## src/rtl/rtc_bus_responder_pkg.sv

```systemverilog
// Shared constants for the V3023-style multiplexed A/D bus responder:
// default widths, FSM encodings, control bundle and the RTC register map.
package rtc_bus_responder_pkg;

    localparam int DATA_W_DEF = 8;
    localparam int ADDR_W_DEF = 4;
    localparam int SYNC_N_MIN = 2;

    localparam logic [2:0] ST_IDLE    = 3'd0;
    localparam logic [2:0] ST_ADDR_WR = 3'd1;
    localparam logic [2:0] ST_DATA_WR = 3'd2;
    localparam logic [2:0] ST_DATA_RD = 3'd3;
    localparam logic [2:0] ST_HOLD    = 3'd4;

    localparam logic [3:0] REG_CONTROL = 4'h0;
    localparam logic [3:0] REG_SECONDS = 4'h1;
    localparam logic [3:0] REG_MINUTES = 4'h2;
    localparam logic [3:0] REG_HOURS   = 4'h3;
    localparam logic [3:0] REG_DATE0   = 4'h4;
    localparam logic [3:0] REG_DATE3   = 4'h7;

    typedef struct packed {
        logic cs;
        logic wr;
        logic rd;
        logic a_d;
    } ctrl_t;

    localparam int CTRL_W = $bits(ctrl_t);

    function automatic logic is_conflict(ctrl_t c);
        return !c.cs && !c.wr && !c.rd;
    endfunction

endpackage

```

## src/rtl/rtc_bus_responder_if.sv

```systemverilog
// Pin-level bundle between the bus controller (master) and the
// RTC responder (slave); pin names follow the V3023 board netlist.
interface rtc_bus_responder_if
    import rtc_bus_responder_pkg::*;
#(
    parameter int DATA_W = DATA_W_DEF,
    parameter int ADDR_W = ADDR_W_DEF
);

    logic              CS;
    logic              WR;
    logic              RD;
    logic              A_D;
    logic [DATA_W-1:0] AD_in;
    logic [DATA_W-1:0] AD_out;
    logic              AD_oe;
    logic              wr_pulse;
    logic [ADDR_W-1:0] wr_addr;
    logic              proto_err;
    logic              addr_err;

    modport master (
        output CS,
        output WR,
        output RD,
        output A_D,
        output AD_in,
        input  AD_out,
        input  AD_oe,
        input  wr_pulse,
        input  wr_addr,
        input  proto_err,
        input  addr_err
    );

    modport slave (
        input  CS,
        input  WR,
        input  RD,
        input  A_D,
        input  AD_in,
        output AD_out,
        output AD_oe,
        output wr_pulse,
        output wr_addr,
        output proto_err,
        output addr_err
    );

endinterface

```

## src/rtl/rtc_bus_responder_sync.sv

```systemverilog
// Multi-flop synchronizer plus one edge-detect stage per control line.
// Lines reset to the idle (high) level so release never looks like an edge.
module bus_sync_edge
    import rtc_bus_responder_pkg::*;
#(
    parameter int              WIDTH   = CTRL_W,
    parameter int              SYNC_N  = 2,
    parameter logic [WIDTH-1:0] RST_VAL = '1
) (
    input  logic             clk_i,
    input  logic             rst_ni,
    input  logic [WIDTH-1:0] d_i,
    output logic [WIDTH-1:0] lvl_o,
    output logic [WIDTH-1:0] rise_o,
    output logic [WIDTH-1:0] fall_o
);

    localparam int N = (SYNC_N < SYNC_N_MIN) ? SYNC_N_MIN : SYNC_N;

    logic [WIDTH-1:0] sync_q [N];
    logic [WIDTH-1:0] prev_q;

    always_ff @(posedge clk_i or negedge rst_ni) begin
        if (!rst_ni) begin
            for (int i = 0; i < N; i++) begin
                sync_q[i] <= RST_VAL;
            end
            prev_q <= RST_VAL;
        end else begin
            sync_q[0] <= d_i;
            for (int i = 1; i < N; i++) begin
                sync_q[i] <= sync_q[i-1];
            end
            prev_q <= sync_q[N-1];
        end
    end

    assign lvl_o  = sync_q[N-1];
    assign rise_o = lvl_o & ~prev_q;
    assign fall_o = ~lvl_o & prev_q;

endmodule

```

## src/rtl/rtc_bus_responder.sv

```systemverilog
// Device end of the V3023 multiplexed A/D bus: pointer + byte register
// file, write capture on WR rise, registered read drive with turnaround.
module rtc_bus_responder
    import rtc_bus_responder_pkg::*;
#(
    parameter int DATA_W   = DATA_W_DEF,
    parameter int ADDR_W   = ADDR_W_DEF,
    parameter int AUTO_INC = 0,
    parameter int SYNC_N   = 2
) (
    input  logic                Clock_in,
    input  logic                Reset,
    rtc_bus_responder_if.slave  bus
);

    localparam int DEPTH = 1 << ADDR_W;

    ctrl_t ctrl_raw;
    ctrl_t lvl;
    ctrl_t rise;
    ctrl_t fall;

    logic [2:0]        state_q;
    logic [2:0]        state_d;
    logic [ADDR_W-1:0] ptr_q;
    logic [ADDR_W-1:0] ptr_d;
    logic              bad_q;
    logic              bad_d;
    logic [DATA_W-1:0] mem_q [DEPTH];
    logic              mem_we;
    logic [DATA_W-1:0] ad_out_q;
    logic [DATA_W-1:0] ad_out_d;
    logic              ad_oe_q;
    logic              ad_oe_d;
    logic              wr_pulse_q;
    logic              wr_pulse_d;
    logic [ADDR_W-1:0] wr_addr_q;
    logic [ADDR_W-1:0] wr_addr_d;
    logic              proto_q;
    logic              proto_d;
    logic              addr_err_q;
    logic              addr_err_d;
    logic              conflict;
    logic              conflict_q;
    logic              addr_oob;
    logic              unused_edges;

    assign ctrl_raw = '{
        cs:  bus.CS,
        wr:  bus.WR,
        rd:  bus.RD,
        a_d: bus.A_D
    };

    bus_sync_edge #(
        .WIDTH  (CTRL_W),
        .SYNC_N (SYNC_N),
        .RST_VAL('1)
    ) u_sync (
        .clk_i (Clock_in),
        .rst_ni(Reset),
        .d_i   (ctrl_raw),
        .lvl_o (lvl),
        .rise_o(rise),
        .fall_o(fall)
    );

    assign unused_edges = ^{fall, rise.a_d, rise.wr & rise.rd};

    assign conflict = is_conflict(lvl);
    assign addr_oob = (32'(bus.AD_in) >= 32'(DEPTH));

    // Conflict overrides every state; the phase type is latched at entry.
    always_comb begin
        state_d    = state_q;
        ptr_d      = ptr_q;
        bad_d      = bad_q;
        mem_we     = 1'b0;
        ad_out_d   = ad_out_q;
        ad_oe_d    = 1'b0;
        wr_pulse_d = 1'b0;
        wr_addr_d  = wr_addr_q;
        addr_err_d = 1'b0;
        proto_d    = conflict & ~conflict_q;

        if (conflict) begin
            state_d = ST_HOLD;
        end else begin
            unique case (state_q)
                ST_IDLE: begin
                    if (!lvl.cs && !lvl.wr) begin
                        state_d = lvl.a_d ? ST_DATA_WR : ST_ADDR_WR;
                    end else if (!lvl.cs && !lvl.rd && lvl.a_d) begin
                        state_d  = ST_DATA_RD;
                        ad_oe_d  = 1'b1;
                        ad_out_d = bad_q ? '0 : mem_q[ptr_q];
                    end
                end
                ST_ADDR_WR: begin
                    if (rise.wr) begin
                        ptr_d      = bus.AD_in[ADDR_W-1:0];
                        bad_d      = addr_oob;
                        addr_err_d = addr_oob;
                        state_d    = ST_IDLE;
                    end else if (lvl.cs) begin
                        state_d = ST_IDLE;
                    end
                end
                ST_DATA_WR: begin
                    if (rise.wr) begin
                        if (!bad_q) begin
                            mem_we     = 1'b1;
                            wr_pulse_d = 1'b1;
                            wr_addr_d  = ptr_q;
                        end
                        if (AUTO_INC != 0) begin
                            ptr_d = ptr_q + ADDR_W'(1);
                        end
                        state_d = ST_IDLE;
                    end else if (lvl.cs) begin
                        state_d = ST_IDLE;
                    end
                end
                ST_DATA_RD: begin
                    if (rise.rd || rise.cs || lvl.cs || lvl.rd) begin
                        if (AUTO_INC != 0) begin
                            ptr_d = ptr_q + ADDR_W'(1);
                        end
                        state_d = ST_HOLD;
                    end else begin
                        ad_oe_d = 1'b1;
                    end
                end
                ST_HOLD: begin
                    state_d = ST_IDLE;
                end
                default: begin
                    state_d = ST_IDLE;
                end
            endcase
        end
    end

    always_ff @(posedge Clock_in or negedge Reset) begin
        if (!Reset) begin
            state_q    <= ST_IDLE;
            ptr_q      <= '0;
            bad_q      <= 1'b0;
            ad_out_q   <= '0;
            ad_oe_q    <= 1'b0;
            wr_pulse_q <= 1'b0;
            wr_addr_q  <= '0;
            proto_q    <= 1'b0;
            addr_err_q <= 1'b0;
            conflict_q <= 1'b0;
        end else begin
            state_q    <= state_d;
            ptr_q      <= ptr_d;
            bad_q      <= bad_d;
            ad_out_q   <= ad_out_d;
            ad_oe_q    <= ad_oe_d;
            wr_pulse_q <= wr_pulse_d;
            wr_addr_q  <= wr_addr_d;
            proto_q    <= proto_d;
            addr_err_q <= addr_err_d;
            conflict_q <= conflict;
        end
    end

    always_ff @(posedge Clock_in or negedge Reset) begin
        if (!Reset) begin
            for (int i = 0; i < DEPTH; i++) begin
                mem_q[i] <= '0;
            end
        end else if (mem_we) begin
            mem_q[ptr_q] <= bus.AD_in;
        end
    end

    assign bus.AD_out    = ad_out_q;
    assign bus.AD_oe     = ad_oe_q;
    assign bus.wr_pulse  = wr_pulse_q;
    assign bus.wr_addr   = wr_addr_q;
    assign bus.proto_err = proto_q;
    assign bus.addr_err  = addr_err_q;

endmodule
```

## src/flat_wrapper.sv

```systemverilog
// flat-port wrapper written by rule: the top's interface ports become plain ports
module rtc_bus_responder_flat import rtc_bus_responder_pkg::*;
#(
    parameter int DATA_W   = DATA_W_DEF,
    parameter int ADDR_W   = ADDR_W_DEF,
    parameter int AUTO_INC = 0,
    parameter int SYNC_N   = 2
)
  (Clock_in, Reset, bus_CS, bus_WR, bus_RD, bus_A_D, bus_AD_in, bus_AD_out, bus_AD_oe, bus_wr_pulse, bus_wr_addr, bus_proto_err, bus_addr_err);
  rtc_bus_responder_if #(.DATA_W(DATA_W), .ADDR_W(ADDR_W)) bus_i ();
  input  logic Clock_in;
  input  logic Reset;
  input wire logic [$bits(bus_i.CS)-1:0] bus_CS;
  input wire logic [$bits(bus_i.WR)-1:0] bus_WR;
  input wire logic [$bits(bus_i.RD)-1:0] bus_RD;
  input wire logic [$bits(bus_i.A_D)-1:0] bus_A_D;
  input wire logic [$bits(bus_i.AD_in)-1:0] bus_AD_in;
  output wire logic [$bits(bus_i.AD_out)-1:0] bus_AD_out;
  output wire logic [$bits(bus_i.AD_oe)-1:0] bus_AD_oe;
  output wire logic [$bits(bus_i.wr_pulse)-1:0] bus_wr_pulse;
  output wire logic [$bits(bus_i.wr_addr)-1:0] bus_wr_addr;
  output wire logic [$bits(bus_i.proto_err)-1:0] bus_proto_err;
  output wire logic [$bits(bus_i.addr_err)-1:0] bus_addr_err;
  assign bus_i.CS = bus_CS;
  assign bus_i.WR = bus_WR;
  assign bus_i.RD = bus_RD;
  assign bus_i.A_D = bus_A_D;
  assign bus_i.AD_in = bus_AD_in;
  assign bus_AD_out = bus_i.AD_out;
  assign bus_AD_oe = bus_i.AD_oe;
  assign bus_wr_pulse = bus_i.wr_pulse;
  assign bus_wr_addr = bus_i.wr_addr;
  assign bus_proto_err = bus_i.proto_err;
  assign bus_addr_err = bus_i.addr_err;
  rtc_bus_responder #(.DATA_W(DATA_W), .ADDR_W(ADDR_W), .AUTO_INC(AUTO_INC), .SYNC_N(SYNC_N)) u_core (.Clock_in(Clock_in), .Reset(Reset), .bus(bus_i));
endmodule
```

## config.mk

```make
export PLATFORM = sky130hd
export DESIGN_NAME = rtc_bus_responder_flat
export DESIGN_NICKNAME = d
export VERILOG_FILES = /design/src/rtl/rtc_bus_responder_pkg.sv /design/src/rtl/rtc_bus_responder_if.sv /design/src/rtl/rtc_bus_responder_sync.sv /design/src/rtl/rtc_bus_responder.sv /design/src/flat_wrapper.sv
export SDC_FILE = /design/constraint.sdc
export NUM_CORES = 1
export LEC_CHECK = 0
export BUFFER_PORTS_ARGS = -buffer_cell sky130_fd_sc_hd__buf_2
export CAP_MARGIN = 25
export CELL_PAD_IN_SITES_DETAIL_PLACEMENT = 1
export CELL_PAD_IN_SITES_GLOBAL_PLACEMENT = 2
export CORE_ASPECT_RATIO = 0.9
export CORE_MARGIN = 3
export CORE_UTILIZATION = 47
export CTS_BUF_LIST = sky130_fd_sc_hd__clkbuf_4 sky130_fd_sc_hd__clkbuf_8
export CTS_CLUSTER_SIZE = 16
export DETAILED_ROUTE_END_ITERATION = 8
export HOLD_SLACK_MARGIN = 0.15
export PLACE_DENSITY_LB_ADDON = 0.1
export SLEW_MARGIN = 20
export SYNTH_ARGS = -nofsm -noshare
export SYNTH_HDL_FRONTEND = slang
export SYNTH_SLANG_ARGS = --single-unit
```

## constraint.sdc

```tcl
create_clock -name Clock_in -period 3 [get_ports Clock_in]
set_input_delay 0.3 -clock Clock_in [delete_from_list [all_inputs] [get_ports Clock_in]]
set_output_delay 0.3 -clock Clock_in [all_outputs]
set_load 0.05 [all_outputs]
```

==> flow_summary.yaml, run 1 <==
status:
  status: "completed"
route:
  wl_met3_microns: 675
  drtPass1Iterations: 4
  vias: 4028
  drtIter0Drc: 222
  wire_per_inst_microns: 22.98
  postRouteAntennaNets: 0
  drc: 0
  routed_wl_microns: 15970
  drt-met1-wl_microns: 7306
  via_per_inst: 5.796
  highest_layer: "met4"
  dr_wl_met2_microns: 7816
floorplanning:
  die_area_sq_um: 16500
  die_x_microns: 135.1
  die_y_microns: 122.2
  ios: 30
  floorplan.initialDensity_pct: 49.06
  num_rows: 41
  coreArea_sq_um: 14360
timing:
  finalCritPeriodShare_pct: 81.26
  hold_viol: 0
  clock_skew_ps: 8.227
  tightest_slew_ps: 891.7
  max_freq_ghz: 0.4102
  setup_slack_ps: 562.3
  rsz0062_at_grt: "no"
  drv_slew: 0
  setup_violations: 0
  tns_ps: 0
  period_needed_ps: 2438
  slew_headroom_pct: 39.02
clock_network:
  clock-root-buffer: "clkbuf_8"
  numClockSinks: 162
  clkLatencyLatePin_ps: 470
  h-tree-depth: 4
  cts_resized: 0
  clockBufferDepth: 2
  cts_tree: "done"
  numCtsBuffers: 17
  cts.clk_slew.worst_paths_ps: 80
global_routing:
  track_usage_pct: 21.39
  globalRouteOverflowTotal: 0
  grt_pass1_wl_microns: 26090
  grt_pass1_vias: 4549
  grt_antenna_before_repair: 0
  grt_max_degree: 79
worst_setup_path:
  rr_worst_depth: 5
  cp_max_fo: 21
  cp.depth: 5
  critical_path_class: "reg -> reg"
  crit_start: "u_core.u_sync.lvl_o[2]"
  max_stage_delay_ps: 630
  slowest_stage: "dfstp_2"
  required_ps: 3350
  timing.rr.end: "u_core.mem_q[74]"
  path_buf_inv: 1
  rrSetupSlack_ps: 560
  path_cells: "nand2b_1, nor4_2, buf_4, nand3_1, mux2_2"
  start_kind: "flop"
  r2r_start: "u_core.u_sync.lvl_o[2]"
  crit_family: "simple AND/OR/NAND/NOR gates"
  critPathCaptureType: "flop"
  critPathArrivalTime_ps: 2790
power_and_ir_drop:
  power.density_nw_per_um2: 722.0
  swShare_pct: 31.28
  p_clk_share_pct: 29.0
  p_int_mw: 3.916
  netSwitchingPower_mw: 1.783
  comb_power_share_pct: 27.8
  worst_ir_drop_vdd_uv: 440.6
  seqPwrFrac_pct: 43.2
  leakage_nw: 3.301
finish:
  areaGrowthSynthToFinish_pct: 12.00
  fillers: 1373
  final_cell_count_no_fill: 695
  diodes: 0
  final_nets: 503
  final_cell_area_sq_um: 7893
  drive_gt1_share_pct: 50.20
synthesis:
  ys_top_cells_by_area: "dfrtp_1, mux2_2, mux4_2, dfstp_2, clkbuf_1"
  synth_fp_nets: 469
  yosysTopAreaCell: "dfrtp_1"
  syn_area_sq_um: 7047
  yosysMostFrequentCell: "dfrtp_1"
  ys_top_cells_by_count: "dfrtp_1, mux2_2, mux4_2, clkbuf_1, nand3_1"
  ys.warnings.count: 0
  synth_cells: 455
  synth_async_sr_flop_share_pct: 100.0
  ys.flop_type: "dfrtp_1"
  synth_cell_types: 40
  synth_edf_count: 0
  yosysSeqAreaShare_pct: 57.69
  yosys.area.top_type_share_pct: 54.33
  ys_ff_latch: 162
  syn_area_per_cell_sq_um: 15.49
place:
  dp_hpwl_microns: 10290
  placed_cell_area_sq_um: 7433
  dp.cells: 658
  gp_congestion: 0.7570
  dp_slack_ps: 545.6
  port_buffers: 29
min_path:
  min_to: "u_core.mem_q[88]"
  hp-start: "bus_AD_in[0]"
  hold_depth: 2
  worstHoldPathType: "in -> reg"
run:
  cap_violations: 0
layer usage:
| metal | up-vias | GRT usage, % |
|---|---|---|
| met1 | 2167 | 29.50 |
| met5 | - | 0 |
| met3 | 14 | 4.046 |
| met2 | 72 | 34.53 |
| met4 | 0 | 7.242 |
| li1 | 1775 | - |
area by class of cell:
class / count / area (sq um) / area share (%)
Clock inverter: 14 / 161.4 / 2.045
Clock buffer: 18 / 247.7 / 3.139
Timing Repair Buffer: 46 / 329.1 / 4.169
Tap cell: 193 / 241.5 / 3.060
Sequential cell: 162 / 4066 / 51.52
Inverter: 3 / 11.26 / 0.1427
Multi-Input combinational cell: 259 / 2835 / 35.92
stage by stage:
stage | utilization (%) | hold slack [ps] | power, mW
2_1_floorplan | - | 4.409 | 3.578
3_3_place_gp | 51.75 | 282.1 | 4.069
3_5_place_dp | 51.75 | 284.6 | 4.093
4_1_cts | 54.95 | 298.7 | 5.752
5_1_grt | 54.95 | 338.4 | 5.983
6_report | 54.95 | 318.6 | 5.698
logic make-up after synthesis:
logic type / synth area share, %
mux: 31.96
simple gates: 4.084
xor+xnor: 0.1243
buf+inv: 2.166
flops: 57.69
compound gates: 3.977
timing repair:
item / 4_1_cts / 5_1_grt
hold buffers: 5 / 0
endpoints found under the hold margin: 54 / 0
setup buffers: 0 / 0
sequential cells by signal, indices dropped and copies added (netlist names), 3 cells and up:
signal,count
u_core.bus.AD_out,8
u_core.bus.wr_addr,4
u_core.mem_q,128
u_core.ptr_q,4
u_core.state_q,3
u_core.u_sync.lvl_o,4
u_core.u_sync.sync_q,4
layout by cell type (no fill, tap or decap), types with 2 or more instances in the layout:
cell / count
clkinv_4: 2
o22ai_1: 2
nand3_1: 12
nor3_1: 2
clkinv_2: 6
a211oi_1: 2
o21ai_1: 8
a22o_1: 8
dfrtp_1: 152
o21a_1: 2
mux4_2: 32
nand2b_1: 2
a221oi_1: 8
bufinv_16: 3
a21oi_1: 2
nand4_1: 4
mux2_1: 2
nor2b_1: 6
nor4_1: 2
dfstp_2: 9
buf_2: 28
clkbuf_8: 18
nand2_1: 11
buf_12: 3
dlygate4sd3_1: 5
buf_4: 9
nor2_1: 4
inv_1: 3
mux2_2: 134
clkinvlp_4: 2
power by group through the flow:
stage / clock network, mW / logic [mW] / registers (mW)
6_report: 1.65 / 1.58 / 2.46
3_3_place_gp: 0 / 1.57 / 2.50
5_1_grt: 1.78 / 1.71 / 2.49
4_1_cts: 1.69 / 1.60 / 2.46
3_5_place_dp: 0 / 1.59 / 2.51
2_1_floorplan: 0 / 1.08 / 2.49
how the worst max path moves through the flow:
stage and end:
5_1_grt u_core.mem_q[78], 3_5_place_dp u_core.mem_q[78], 4_1_cts u_core.mem_q[78], 2_1_floorplan u_core.bus.AD_out[0], 3_3_place_gp u_core.mem_q[43], 6_report u_core.mem_q[74]
Power figures use the tool's default switching activity.
==> run 2, diff against run 1 <==
Settings changed: ABC_AREA set to 1, CORE_UTILIZATION 47 to 39.
Clock period 3 ns to 2.5 ns, I/O delays scaled along.
==> run 2 against run 1 <==
Design area up 5.6%; sequential power is 63% higher; global-route usage is 1.3 points higher; synthesized cell count increased by 110%; largest cell class unchanged; largest power group is now combinational cells.
==> flow_summary.yaml, run 2 <==
finish:
  final_nets: 976
  drive_gt1_share_pct: 12.21
  largest_reg_flops: 128
  mostFrequentLayoutCells: "nand2_1, dfrtp_1, o21ai_1"
  layout_commonest_cell: "nand2_1"
  fillers: 2288
  diodes: 0
  largest-register: "u_core.mem_q"
  areaGrowthSynthToFinish_pct: 12.08
power_and_ir_drop:
  p_int_mw: 5.913
  seqPwrFrac_pct: 38.5
  worst_ir_drop_vdd_uv: 550.6
  comb_power_share_pct: 41.2
  netSwitchingPower_mw: 4.493
  swShare_pct: 43.18
  p_clk_share_pct: 20.3
  power.density_nw_per_um2: 1249
  leakage_nw: 4.551
  power_mw: 10.41
worst_setup_path:
  rrSetupSlack_ps: 380
  critical_path_class: "reg -> reg"
  slowest_stage: "dfstp_2"
  r2r_start: "u_core.u_sync.lvl_o[2]"
  max_stage_delay_ps: 590
  required_ps: 2830
  path_buf_inv: 3
  start_kind: "flop"
  critPathArrivalTime_ps: 2450
  timing.rr.end: "u_core.mem_q[69]"
  crit_family: "simple AND/OR/NAND/NOR gates"
  critPathCaptureType: "flop"
  cp_max_fo: 16
  path_cells: "inv_2, nor2_1, inv_1, nor2_1, nand2_1, inv_2, nand3b_1, nand2_1, o21ai_1"
  rr_worst_depth: 9
route:
  via_per_inst: 5.031
  vias: 6138
  routed_wl_microns: 22190
  drtPass1Iterations: 5
  drc: 0
  drtIter0Drc: 394
  wire_per_inst_microns: 18.19
  postRouteAntennaNets: 0
synthesis:
  synth_cells: 934
  yosys.area.top_type_share_pct: 51.50
  syn_area_per_cell_sq_um: 7.960
  synth_edf_count: 0
  syn_area_sq_um: 7435
  ys.flop_type: "dfrtp_1"
  ys_top_cells_by_count: "nand2_1, dfrtp_1, o21ai_1, buf_2, inv_1"
  ys.warnings.count: 0
  ys_ff_latch: 162
  synth_cell_types: 23
  synth_async_sr_flop_share_pct: 100.0
  yosysSeqAreaShare_pct: 54.68
  synth_fp_nets: 948
  yosysTopAreaCell: "dfrtp_1"
  yosysMostFrequentCell: "nand2_1"
  ys_top_cells_by_area: "dfrtp_1, nand2_1, o21ai_1, dfstp_2, buf_2"
timing:
  rsz0062_at_grt: "no"
  tightest_slew_ps: 876.1
  setup_violations: 0
  slew_headroom_pct: 41.53
  finalCritPeriodShare_pct: 84.79
  period_needed_ps: 2120
  tns_ps: 0
  hold_viol: 0
  clock_skew_ps: 17.33
  drv_slew: 0
  max_freq_ghz: 0.4718
floorplanning:
  die_area_sq_um: 20760
  floorplan.initialDensity_pct: 40.14
  coreArea_sq_um: 18520
  ios: 30
  die_x_microns: 151.5
  die_y_microns: 137.0
  num_rows: 47
place:
  port_buffers: 29
  dp_hpwl_microns: 14670
  gp_congestion: 0.8174
clock_network:
  cts_tree: "done"
  postCtsSetupBuffers: 0
  h-tree-depth: 4
  cts.clk_slew.worst_paths_ps: 90
  numCtsBuffers: 17
  clock-root-buffer: "clkbuf_8"
  numClockSinks: 162
  clkLatencyLatePin_ps: 460
  cts_resized: 0
  clockBufferDepth: 2
global_routing:
  grt_pass1_wl_microns: 35480
  use_met1_pct: 31.68
  grt_max_degree: 67
  use_met3_pct: 3.808
  globalRouteOverflowTotal: 0
  grt_antenna_before_repair: 0
  grt_busiest_layer: "met2"
  grt_pass1_vias: 6444
  track_usage_pct: 22.67
  grtUsageMet2_pct: 37.08
min_path:
  worstHoldPathType: "in -> async"
run:
  cap_violations: 0
status:
  status: "completed"
[run 2: changes by cell type after synthesis, moves of 8 or more]
cell      delta
o21ai_0     +10
clkbuf_1     -8
mux4_2      -32
a221oi_1     -8
inv_1       +16
a22o_1       -8
nor2_1      +11
nand3_4      +8
mux2_2     -134
o21ai_1    +128
buf_2       +22
nand2_1    +489
[run 2: per-layer routing]
layer  wire length (microns)  vias up
met5                       0        -
met4                     289        0
met3                     678       17
met2                   10500       82
met1                   10720     3049
li1                        -     2990
[run 2: worst max path at each step]
stage	endpoint	depth (start not counted)	start
after floorplan	u_core.mem_q[72]	11	u_core.u_sync.lvl_o[2]
after global placement	u_core.mem_q[66]	5	u_core.ptr_q[1]
after detailed placement	u_core.mem_q[69]	5	u_core.ptr_q[1]
after CTS	u_core.mem_q[69]	5	u_core.ptr_q[1]
after global routing	u_core.mem_q[65]	9	u_core.u_sync.lvl_o[2]
final	u_core.mem_q[69]	9	u_core.u_sync.lvl_o[2]
[run 2: layout make-up]
type | instances | area (sq um) | share of cell area, %
sequential | 162 | 4066 | 48.80
timing repair buffer | 60 | 431.7 | 5.180
multi-input combinational | 696 | 3000 | 36.01
inverter | 25 | 93.84 | 1.126
clock inverter | 11 | 151.4 | 1.817
tap | 245 | 306.5 | 3.679
clock buffer | 21 | 282.8 | 3.393
[run 2: through the flow]
stage	hold slack [ps]	utilization (%)	std cells	area (sq um)	worst slack, ps
final	300.5	44.98	1220	8333	380.2
after global routing	277.3	44.98	1220	8333	219.7
after CTS	283.5	44.98	1220	8333	398.6
after detailed placement	248.9	42.15	1179	7809	412.5
after global placement	237.8	42.15	1179	7809	529.8
after floorplan	-45.59	-	934	7435	874.4
[run 2: cell families (layout without fill, tap and decap cells)]
kind of cell,count (synthesis),after routing,synth area share (%)
flip-flops,162,162,54.68
AO/OA/AOI/OAI,151,151,10.16
buffers and inverters,76,117,4.964
AND/OR/NAND/NOR,545,545,30.19
[run 2: worst register-to-register path, stage by stage, from the launching register on]
cell and delay [ps]:
dfstp_2 590, inv_2 40, nor2_1 90, inv_1 70, nor2_1 130, nand2_1 120
inv_2 140, nand3b_1 490, nand2_1 250, o21ai_1 80
[run 2: power by group through the flow]
| stage | Combinational, mW | Sequential [mW] | Clock [mW] |
|---|---|---|---|
| 2_1_floorplan | 2.85 | 4.14 | 0 |
| 3_3_place_gp | 4.19 | 4.00 | 0 |
| 3_5_place_dp | 4.31 | 4.05 | 0 |
| 4_1_cts | 4.34 | 4.01 | 2.17 |
| 5_1_grt | 4.91 | 4.12 | 2.28 |
| 6_report | 4.28 | 4.01 | 2.11 |
[run 2: what timing repair did]
item	CTS	global route
setup endpoints to repair	0	0
hold endpoints to repair	59	0
hold buffers	9	0
==> run 3, diff against run 2 <==
Settings changed: ABC_AREA 1 to 0, CORE_UTILIZATION 39 to 43.
Clock period 2.5 ns to 1.9 ns, I/O delays scaled along.
==> run 3 against run 2 <==
The flow now finishes with violations (setup timing); die area down 13%; register-to-register slack worse by 430 ps; clock-buffer cell count up 5.
==> flow_summary.yaml, run 3 (synthesis gave the netlist of run 1 again) <==
timing:
  setup_violations: 8
  rsz0062_at_grt: "yes"
  tns_ps: -341.8
  slew_headroom_pct: 31.81
  clock_skew_ps: 14.23
  period_needed_ps: 1950
  finalCritPeriodShare_pct: 102.7
  tightest_slew_ps: 1014
  max_freq_ghz: 0.5127
  hold_viol: 0
  drv_slew: 0
  setup_slack_ps: -50.42
  holdWs_ps: 221.8
global_routing:
  grt_pass1_wl_microns: 27570
  grt_antenna_before_repair: 0
  track_usage_pct: 20.63
  grt_max_degree: 63
  grt_pass1_vias: 4727
  globalRouteOverflowTotal: 0
worst_setup_path:
  cp_max_fo: 8
  r2r_start: "u_core.u_sync.lvl_o[2]"
  start_kind: "flop"
  required_ps: 2290
  critPathArrivalTime_ps: 2340
  timing.rr.end: "u_core.bus.AD_out[3]"
  max_stage_delay_ps: 550
  critPathCaptureType: "flop"
  rr_worst_depth: 4
  critical_path_class: "reg -> reg"
  rrSetupSlack_ps: -50
  path_cells: "or4b_4, or4_4, or2_4, o21ai_1"
  slowest_stage: "dfstp_2"
finish:
  final_cell_count_no_fill: 756
  final_cell_area_sq_um: 8543
  largest_reg_flops: 128
  multi_input_area_sq_um: 2968
  largest-register: "u_core.mem_q"
  seqCellArea_sq_um: 4066
  diodes: 0
  fin_util_pct: 54.38
  layout_commonest_cell: "dfrtp_1"
  areaGrowthSynthToFinish_pct: 21.24
  mostFrequentLayoutCells: "dfrtp_1, mux2_2, buf_4"
  drive_gt1_share_pct: 59.03
  fillers: 1508
  final_nets: 555
power_and_ir_drop:
  power_mw: 9.456
  netSwitchingPower_mw: 3.022
  comb_power_share_pct: 33.4
  p_int_mw: 6.433
  worst_ir_drop_vdd_uv: 540.2
  leakage_nw: 3.622
  p_clk_share_pct: 25.8
  swShare_pct: 31.96
  seqPwrFrac_pct: 40.9
  power.density_nw_per_um2: 1107
clock_network:
  h-tree-depth: 4
  clock-root-buffer: "clkbuf_8"
  numClockSinks: 162
  cts.clk_slew.worst_paths_ps: 80
  clockBufferDepth: 2
  numCtsBuffers: 17
  cts_tree: "done"
  clkLatencyLatePin_ps: 460
route:
  drc: 0
  vias: 4328
  wire_per_inst_microns: 23.02
  postRouteAntennaNets: 0
  via_per_inst: 5.725
  drtPass1Iterations: 4
  routed_wl_microns: 17400
  drtIter0Drc: 207
run:
  cap_violations: 0
floorplanning:
  die_area_sq_um: 17960
  ios: 30
  coreArea_sq_um: 15710
  die_x_microns: 140.9
  num_rows: 43
  die_y_microns: 127.4
  floorplan.initialDensity_pct: 44.86
min_path:
  min_to: "u_core.mem_q[18]"
  worstHoldPathType: "in -> reg"
  hold_depth: 2
  hp-start: "bus_AD_in[2]"
place:
  placed_cell_area_sq_um: 7935
  port_buffers: 29
  dp_slack_ps: -168.2
  gp_congestion: 0.7729
  dp.cells: 713
  dp_hpwl_microns: 11570
status:
  violations: "setup timing"
  status: "complete, but fails checks"
## run 3: cell count changes in the layout (fill, tap and decap cells not counted), sizes merged, moves of 6 or more
cell and change:
inv -23, a22o +8, mux2 +136, o21ai -138, clkbuf +6, mux4 +32, a221oi +8, nor2 -16
nor2b +6, nand2 -496, buf +40
## run 3: final cells by class
type / count / area share, %
Sequential cell: 162 / 47.60
Multi-Input combinational cell: 259 / 34.74
Timing Repair Buffer: 98 / 10.18
Clock buffer: 26 / 3.676
Tap cell: 202 / 2.958
Clock inverter: 6 / 0.7176
Inverter: 3 / 0.1318
## run 3: power groups by stage
stage	Sequential, mW	Combinational (mW)	Clock (mW)
3_3_place_gp	3.90	2.90	0
2_1_floorplan	3.94	1.75	0
6_report	3.86	3.16	2.44
5_1_grt	3.89	3.38	2.66
4_1_cts	3.86	3.15	2.51
3_5_place_dp	3.92	2.94	0
## run 3: critical path, delay by kind of cell, from the launching register on
family           cells  cell delay (ps)
AND/OR/NAND/NOR      3             1200
flip-flops           1              550
AO/OA/AOI/OAI        1              130
## run 3: layer usage
metal	share of wire (%)	global-route usage (%)
met1	46	28.42
met2	48	32.71
met3	4.2	4.454
met4	1.9	7.236
met5	0	0
## run 3: how the worst max path moves through the flow
stage | from | endpoint | slack [ps] | cells past startpoint
floorplan | u_core.u_sync.lvl_o[2] | u_core.bus.AD_out[0] | -250 | 7
global placement | u_core.ptr_q[2] | u_core.bus.AD_out[0] | -130 | 6
detailed placement | u_core.ptr_q[2] | u_core.bus.AD_out[0] | -170 | 6
CTS | u_core.u_sync.lvl_o[2] | u_core.bus.AD_out[3] | -50 | 4
global route | u_core.ptr_q[2] | u_core.bus.AD_out[0] | -110 | 6
finish | u_core.u_sync.lvl_o[2] | u_core.bus.AD_out[3] | -50 | 4
## run 3: what timing repair did
item,CTS,global route
pin swaps,12,3
endpoints found under the hold margin,87,0
setup endpoints to repair,137,67
setup buffers,2,1
resized for setup,20,7
gates cloned,1,1
hold buffers,6,0
